===== config.mk =====
export PLATFORM = sky130hd
export DESIGN_NAME = bird_physics
export DESIGN_NICKNAME = d
export VERILOG_FILES = /design/src/rtl/bird_physics.sv
export SDC_FILE = /design/constraint.sdc
export NUM_CORES = 1
export LEC_CHECK = 0
export BUFFER_PORTS_ARGS = -buffer_cell sky130_fd_sc_hd__buf_4
export CAP_MARGIN = 20
export CORE_ASPECT_RATIO = 0.7
export CORE_MARGIN = 8
export CORE_UTILIZATION = 60
export CTS_CLUSTER_DIAMETER = 40
export CTS_CLUSTER_SIZE = 14
export DETAILED_ROUTE_END_ITERATION = 8
export PLACE_DENSITY = 0.89
export SETUP_SLACK_MARGIN = 0.1
export SLEW_MARGIN = 30
export SYNTH_ARGS = -nofsm -noshare
export SYNTH_HDL_FRONTEND = slang
export SYNTH_SLANG_ARGS = --single-unit
export TNS_END_PERCENT = 30

===== constraint.sdc =====
create_clock -name clk -period 6.7 [get_ports clk]
set_input_delay 0.67 -clock clk [delete_from_list [all_inputs] [get_ports clk]]
set_output_delay 0.67 -clock clk [all_outputs]
set_load 0.02 [all_outputs]

===== src/rtl/bird_physics.sv =====
// Vertical motion engine for the bird: Y position, signed velocity and
// IDLE/PLAY/DEAD game state. Everything runs on the master clock. clk_game
// and flap_btn are synchronised and edge-detected here; they are not used
// as clocks.
module bird_physics #(
  parameter int unsigned Y_START   = 240,
  parameter int unsigned FLOOR_Y   = 464,
  parameter int unsigned GRAVITY   = 1,
  parameter int unsigned FLAP_VEL  = 6,
  parameter int unsigned MAX_FALL  = 8,
  parameter int unsigned DEAD_HOLD = 32
) (
  input  logic       clk,
  input  logic       clr,
  input  logic       clk_game,
  input  logic       flap_btn,
  input  logic       collide,
  output logic [9:0] bird_y,
  output logic [7:0] bird_vel,
  output logic [1:0] state,
  output logic       alive
);

  typedef enum logic [1:0] {
    StIdle = 2'b00,
    StPlay = 2'b01,
    StDead = 2'b10
  } state_e;

  localparam int unsigned HoldW = $clog2(DEAD_HOLD + 1);

  localparam logic        [9:0]       YStart  = 10'(Y_START);
  localparam logic        [9:0]       FloorY  = 10'(FLOOR_Y);
  localparam logic signed [7:0]       Gravity = 8'(GRAVITY);
  localparam logic signed [7:0]       MaxFall = 8'(MAX_FALL);
  localparam logic signed [7:0]       FlapMag = 8'(FLAP_VEL);
  localparam logic signed [7:0]       VelFlap = 8'sd0 - FlapMag;
  localparam logic        [HoldW-1:0] HoldMax = HoldW'(DEAD_HOLD);

  // Sync chains: bit 0 = first sync flop, bit 1 = second, bit 2 = edge delay.
  logic [2:0] game_sync_q, game_sync_d;
  logic [2:0] flap_sync_q, flap_sync_d;
  logic       tick;
  logic       flap_edge;

  logic [9:0]       bird_y_q, bird_y_d;
  logic [7:0]       bird_vel_q, bird_vel_d;
  state_e           state_q, state_d;
  logic             flap_pending_q, flap_pending_d;
  logic [HoldW-1:0] hold_q, hold_d;

  logic signed [10:0] sum;
  logic signed [7:0]  vel_grav;
  logic signed [7:0]  vel_fall;
  logic        [7:0]  vel_next;

  // Shift the asynchronous inputs through their synchronisers.
  always_comb begin
    game_sync_d = {game_sync_q[1:0], clk_game};
    flap_sync_d = {flap_sync_q[1:0], flap_btn};
  end

  assign tick      = game_sync_q[1] & ~game_sync_q[2];
  assign flap_edge = flap_sync_q[1] & ~flap_sync_q[2];

  // Synchroniser and edge-detect flops.
  always_ff @(posedge clk or negedge clr) begin
    if (!clr) begin
      game_sync_q <= '0;
      flap_sync_q <= '0;
    end else begin
      game_sync_q <= game_sync_d;
      flap_sync_q <= flap_sync_d;
    end
  end

  // Physics arithmetic: 11-bit signed sum keeps the ceiling overshoot negative.
  always_comb begin
    sum      = $signed({1'b0, bird_y_q}) + $signed({{3{bird_vel_q[7]}}, bird_vel_q});
    vel_grav = $signed(bird_vel_q) + Gravity;
    vel_fall = (vel_grav > MaxFall) ? MaxFall : vel_grav;
    vel_next = (flap_pending_q || flap_edge) ? VelFlap : vel_fall;
  end

  // Game FSM and position/velocity next-state.
  always_comb begin
    state_d        = state_q;
    bird_y_d       = bird_y_q;
    bird_vel_d     = bird_vel_q;
    flap_pending_d = flap_pending_q;
    hold_d         = hold_q;

    case (state_q)
      StIdle: begin
        if (flap_edge) begin
          state_d        = StPlay;
          bird_vel_d     = VelFlap;
          flap_pending_d = 1'b0;
        end
      end

      StPlay: begin
        if (collide) begin
          // Collision wins over a coincident tick: no position update.
          state_d        = StDead;
          hold_d         = '0;
          flap_pending_d = 1'b0;
        end else if (tick) begin
          flap_pending_d = 1'b0;
          if (sum < 0) begin
            bird_y_d   = '0;
            bird_vel_d = '0;
          end else if (sum >= $signed({1'b0, FloorY})) begin
            bird_y_d   = FloorY;
            bird_vel_d = '0;
            state_d    = StDead;
            hold_d     = '0;
          end else begin
            bird_y_d   = sum[9:0];
            bird_vel_d = vel_next;
          end
        end else if (flap_edge) begin
          flap_pending_d = 1'b1;
        end
      end

      StDead: begin
        if (flap_edge && (hold_q == HoldMax)) begin
          state_d        = StIdle;
          bird_y_d       = YStart;
          bird_vel_d     = '0;
          flap_pending_d = 1'b0;
        end else if (tick && (hold_q != HoldMax)) begin
          hold_d = hold_q + HoldW'(1);
        end
      end

      default: begin
        state_d        = StIdle;
        bird_y_d       = YStart;
        bird_vel_d     = '0;
        flap_pending_d = 1'b0;
      end
    endcase
  end

  // Game state registers.
  always_ff @(posedge clk or negedge clr) begin
    if (!clr) begin
      state_q        <= StIdle;
      bird_y_q       <= YStart;
      bird_vel_q     <= '0;
      flap_pending_q <= 1'b0;
      hold_q         <= '0;
    end else begin
      state_q        <= state_d;
      bird_y_q       <= bird_y_d;
      bird_vel_q     <= bird_vel_d;
      flap_pending_q <= flap_pending_d;
      hold_q         <= hold_d;
    end
  end

  // Outputs come straight from the registers.
  always_comb begin
    bird_y   = bird_y_q;
    bird_vel = bird_vel_q;
    state    = state_q;
    alive    = (state_q != StDead);
  end

endmodule


==> flow_metrics.env <==
export IMPL_ios=26
export IMPL_synthArstFlopShare=1.00
export IMPL_worst_setup_path_end_kind="flip-flop"
export IMPL_drv_slew=0
export IMPL_hp_class="input pin to async pin"
export IMPL_p_sw_mw=0.660
export IMPL_synthFlopType="dfrtp_1"
export IMPL_gr_total_overflow=0
export IMPL_hold_buffers=0
export IMPL_routedWlPerCell_um=16.3
export IMPL_preCtsSetupSlack_ps=3580
export IMPL_crit_chain="ha_1 > a21o_1 > a2111oi_2 > a211o_2 > xor2_4 > o211ai_4 > a31oi_4 > o21ai_2 > a31oi_1"
export IMPL_yosys_warnings=0
export IMPL_fp_dieH_um=66.0
export IMPL_rsz0062_at_grt="no"
export IMPL_slowest_delay_ps=740
export IMPL_outcome="completed"
export IMPL_syn_inst=233
export IMPL_internal_power_mw=0.702
export IMPL_hpwl_um=3590
export IMPL_rows=18
export IMPL_clock_fmax_mhz=315
export IMPL_setup_slack_ps=3530
export IMPL_r2r_end="hold_q[5]"
export IMPL_postLayoutCoreUtil=0.716
export IMPL_crit_type="flip-flop to flip-flop"
export IMPL_antenna_found_initial=0
export IMPL_critPathLaunchType="flip-flop"
export IMPL_power_density_nw_per_um2=549
export IMPL_syn_num_nets=252
export IMPL_finalHoldViolCount=0
export IMPL_p_sw_frac=0.484
export IMPL_grt_max_degree=34
export IMPL_synth_cell_type_count=51
export IMPL_setup_violations=0
export IMPL_drtAntennaViolNets=0
export IMPL_viasPerCell=5.97
export IMPL_power_frac_comb=0.601
export IMPL_h_tree_depth=2
export IMPL_cp_arrival_ps=3380
export IMPL_cts_root_buf="clkbuf_8"
export IMPL_drt_iter0_markers=137
export IMPL_die_area_um2=5780
export IMPL_nFillCells=277
export IMPL_synth_seq_cells=33
export IMPL_r2r_slack_ps=3530
export IMPL_clk_pin_slew_ps=70
export IMPL_post_cts_resized=0
export IMPL_cts_buffer_depth=2
export IMPL_gp_congestion=0.911
export IMPL_syn2layout_area_growth_pct=15.7
export IMPL_drive_above_1_share=0.171
export IMPL_syn_avg_cell_area_um2=9.21
export IMPL_syn_cell_area_um2=2150
export IMPL_slew_headroom=0.393
export IMPL_final_net_count=276
export IMPL_period_share=0.473
export IMPL_seqPwrFrac=0.257
export IMPL_required_ps=6900
export IMPL_synth_edf_count=0
export IMPL_layout_commonest_cell="dfrtp_1"
export IMPL_post_cts_buffers=0
export IMPL_finalSetupTns_ps=0
export IMPL_layout_common_cells="dfrtp_1 (29), buf_4 (26), a21oi_1 (25)"
export IMPL_dp_cells=300
export IMPL_leakage_nw=1.11
export IMPL_cap_viol_max_count=0
export IMPL_cp_max_fo=14
export IMPL_start_util=0.619
export IMPL_worstMarginPinSlew_ps=904
export IMPL_core_area_um2=3470
export IMPL_fin_crit_ps=3170
export IMPL_fin_skew_ps=8.56
export IMPL_cts_buffers_inserted=5
export IMPL_grt_usage=0.180
export IMPL_critical_path_slowest_cell="dfrtp_1"
export IMPL_reg2reg_depth=9
export IMPL_ir_drop_uv=490
export IMPL_drt_total_wl_um=5010
export IMPL_diodes=0
export IMPL_drcViolationCount=0
export IMPL_pwr_share_clk=0.143
export IMPL_drtPass1Iterations=5
export IMPL_r2r_start="bird_vel[7]"
export IMPL_grt_pass1_vias=1658
export IMPL_ys_seq_area_frac=0.387
export IMPL_cts_tree="done"
export IMPL_clkSinkCount=33
export IMPL_die_x_um=87.5
export IMPL_insertion_delay_ps=290
export IMPL_instances_no_fill=308
export IMPL_portBuffers=25
export IMPL_grt_pass1_wl_um=8090
export IMPL_vias=1839
## critical path: cells and delay by family, from the launching register on
kind            cells  cell delay [ps]
fa+ha+maj           1              410
flops               1              740
xor+xnor            1              300
compound gates      7             1620
## kinds of logic (layout without fill, tap and decap cells)
logic type                 Yosys count  count (layout)  synth area share
buffers and inverters               18              43            0.0332
xor gates and xnor gates            13              13            0.0618
and+or+nand+nor                     76              76             0.169
DFF                                 33              33             0.387
muxes                                3               3            0.0140
adders and majority gates           14              14            0.0851
AOI/OAI and AO/OA                   76              76             0.250
## cells in the mapped netlist (all sizes together) (2+ instances only)
cell,number,area share
mux2i,3,0.014
o21a,3,0.010
buf,2,0.0047
a31oi,3,0.016
xnor2,6,0.024
ha,13,0.076
dfstp,4,0.049
nor2,23,0.040
nand3b,2,0.0070
inv,9,0.016
dfrtp,29,0.34
a21o,5,0.017
a211oi,2,0.0070
clkbuf,7,0.013
nand3,6,0.014
and3,7,0.020
a21oi,25,0.058
o41ai,2,0.0082
nor2b,5,0.015
a2111oi,2,0.014
o211ai,3,0.017
o21bai,3,0.010
o22a,2,0.0082
nor3,4,0.0093
o21ai,14,0.034
nand2,19,0.033
xor2,7,0.037
a22o,2,0.0082
nand2b,3,0.0087
and2,2,0.0058
## how the worst max path moves through the flow
stage | startpoint | to | slack [ps] | depth (start not counted)
floorplan | bird_vel[0] | hold_q[1] | 3850 | 10
global placement | bird_vel[0] | hold_q[1] | 3680 | 10
detailed placement | bird_vel[7] | hold_q[5] | 3580 | 9
CTS | bird_vel[7] | hold_q[5] | 3580 | 9
global route | bird_vel[7] | hold_q[5] | 3360 | 9
finish | bird_vel[7] | hold_q[5] | 3530 | 9
## sequential cells by signal (all words and copies together) (netlist names)
signal,flops
bird_y,10
bird_vel,8
hold_q,6
flap_sync_q,3
game_sync_q,3
state,2
flap_pending_q,1
## metal layers
layer / vias to the layer above / global-route usage / part of all wire
li1: 895 / - / -
met1: 872 / 0.251 / 0.50
met2: 65 / 0.259 / 0.41
met4: 0 / 0.0768 / 0.016
met3: 7 / 0.0447 / 0.072
met5: - / 0 / 0
## power by group through the flow
| stage | logic (mW) | clock network (mW) | registers, mW |
|---|---|---|---|
| 6_report | 0.818 | 0.194 | 0.350 |
| 5_1_grt | 0.889 | 0.206 | 0.358 |
| 4_1_cts | 0.807 | 0.197 | 0.347 |
| 3_5_place_dp | 0.794 | 0 | 0.350 |
| 3_3_place_gp | 0.782 | 0 | 0.346 |
| 2_1_floorplan | 0.590 | 0 | 0.358 |
## area by class of cell
type | instances | area, um2 | share of cell area
inverter | 9 | 33.8 | 0.0136
sequential | 33 | 831 | 0.335
timing repair buffer | 26 | 195 | 0.0786
clock buffer | 7 | 86.3 | 0.0348
clock inverter | 1 | 30.0 | 0.0121
multi-input combinational | 182 | 1240 | 0.501
tap | 50 | 62.6 | 0.0252
## per-stage QoR
stage / total power, mW / hold slack [ps] / area (um2)
2_1_floorplan: 0.948 / 331 / 2150
3_3_place_gp: 1.13 / 334 / 2370
3_5_place_dp: 1.14 / 336 / 2370
4_1_cts: 1.35 / 317 / 2480
5_1_grt: 1.45 / 341 / 2480
6_report: 1.36 / 312 / 2480
Power figures use the tool's default switching activity.
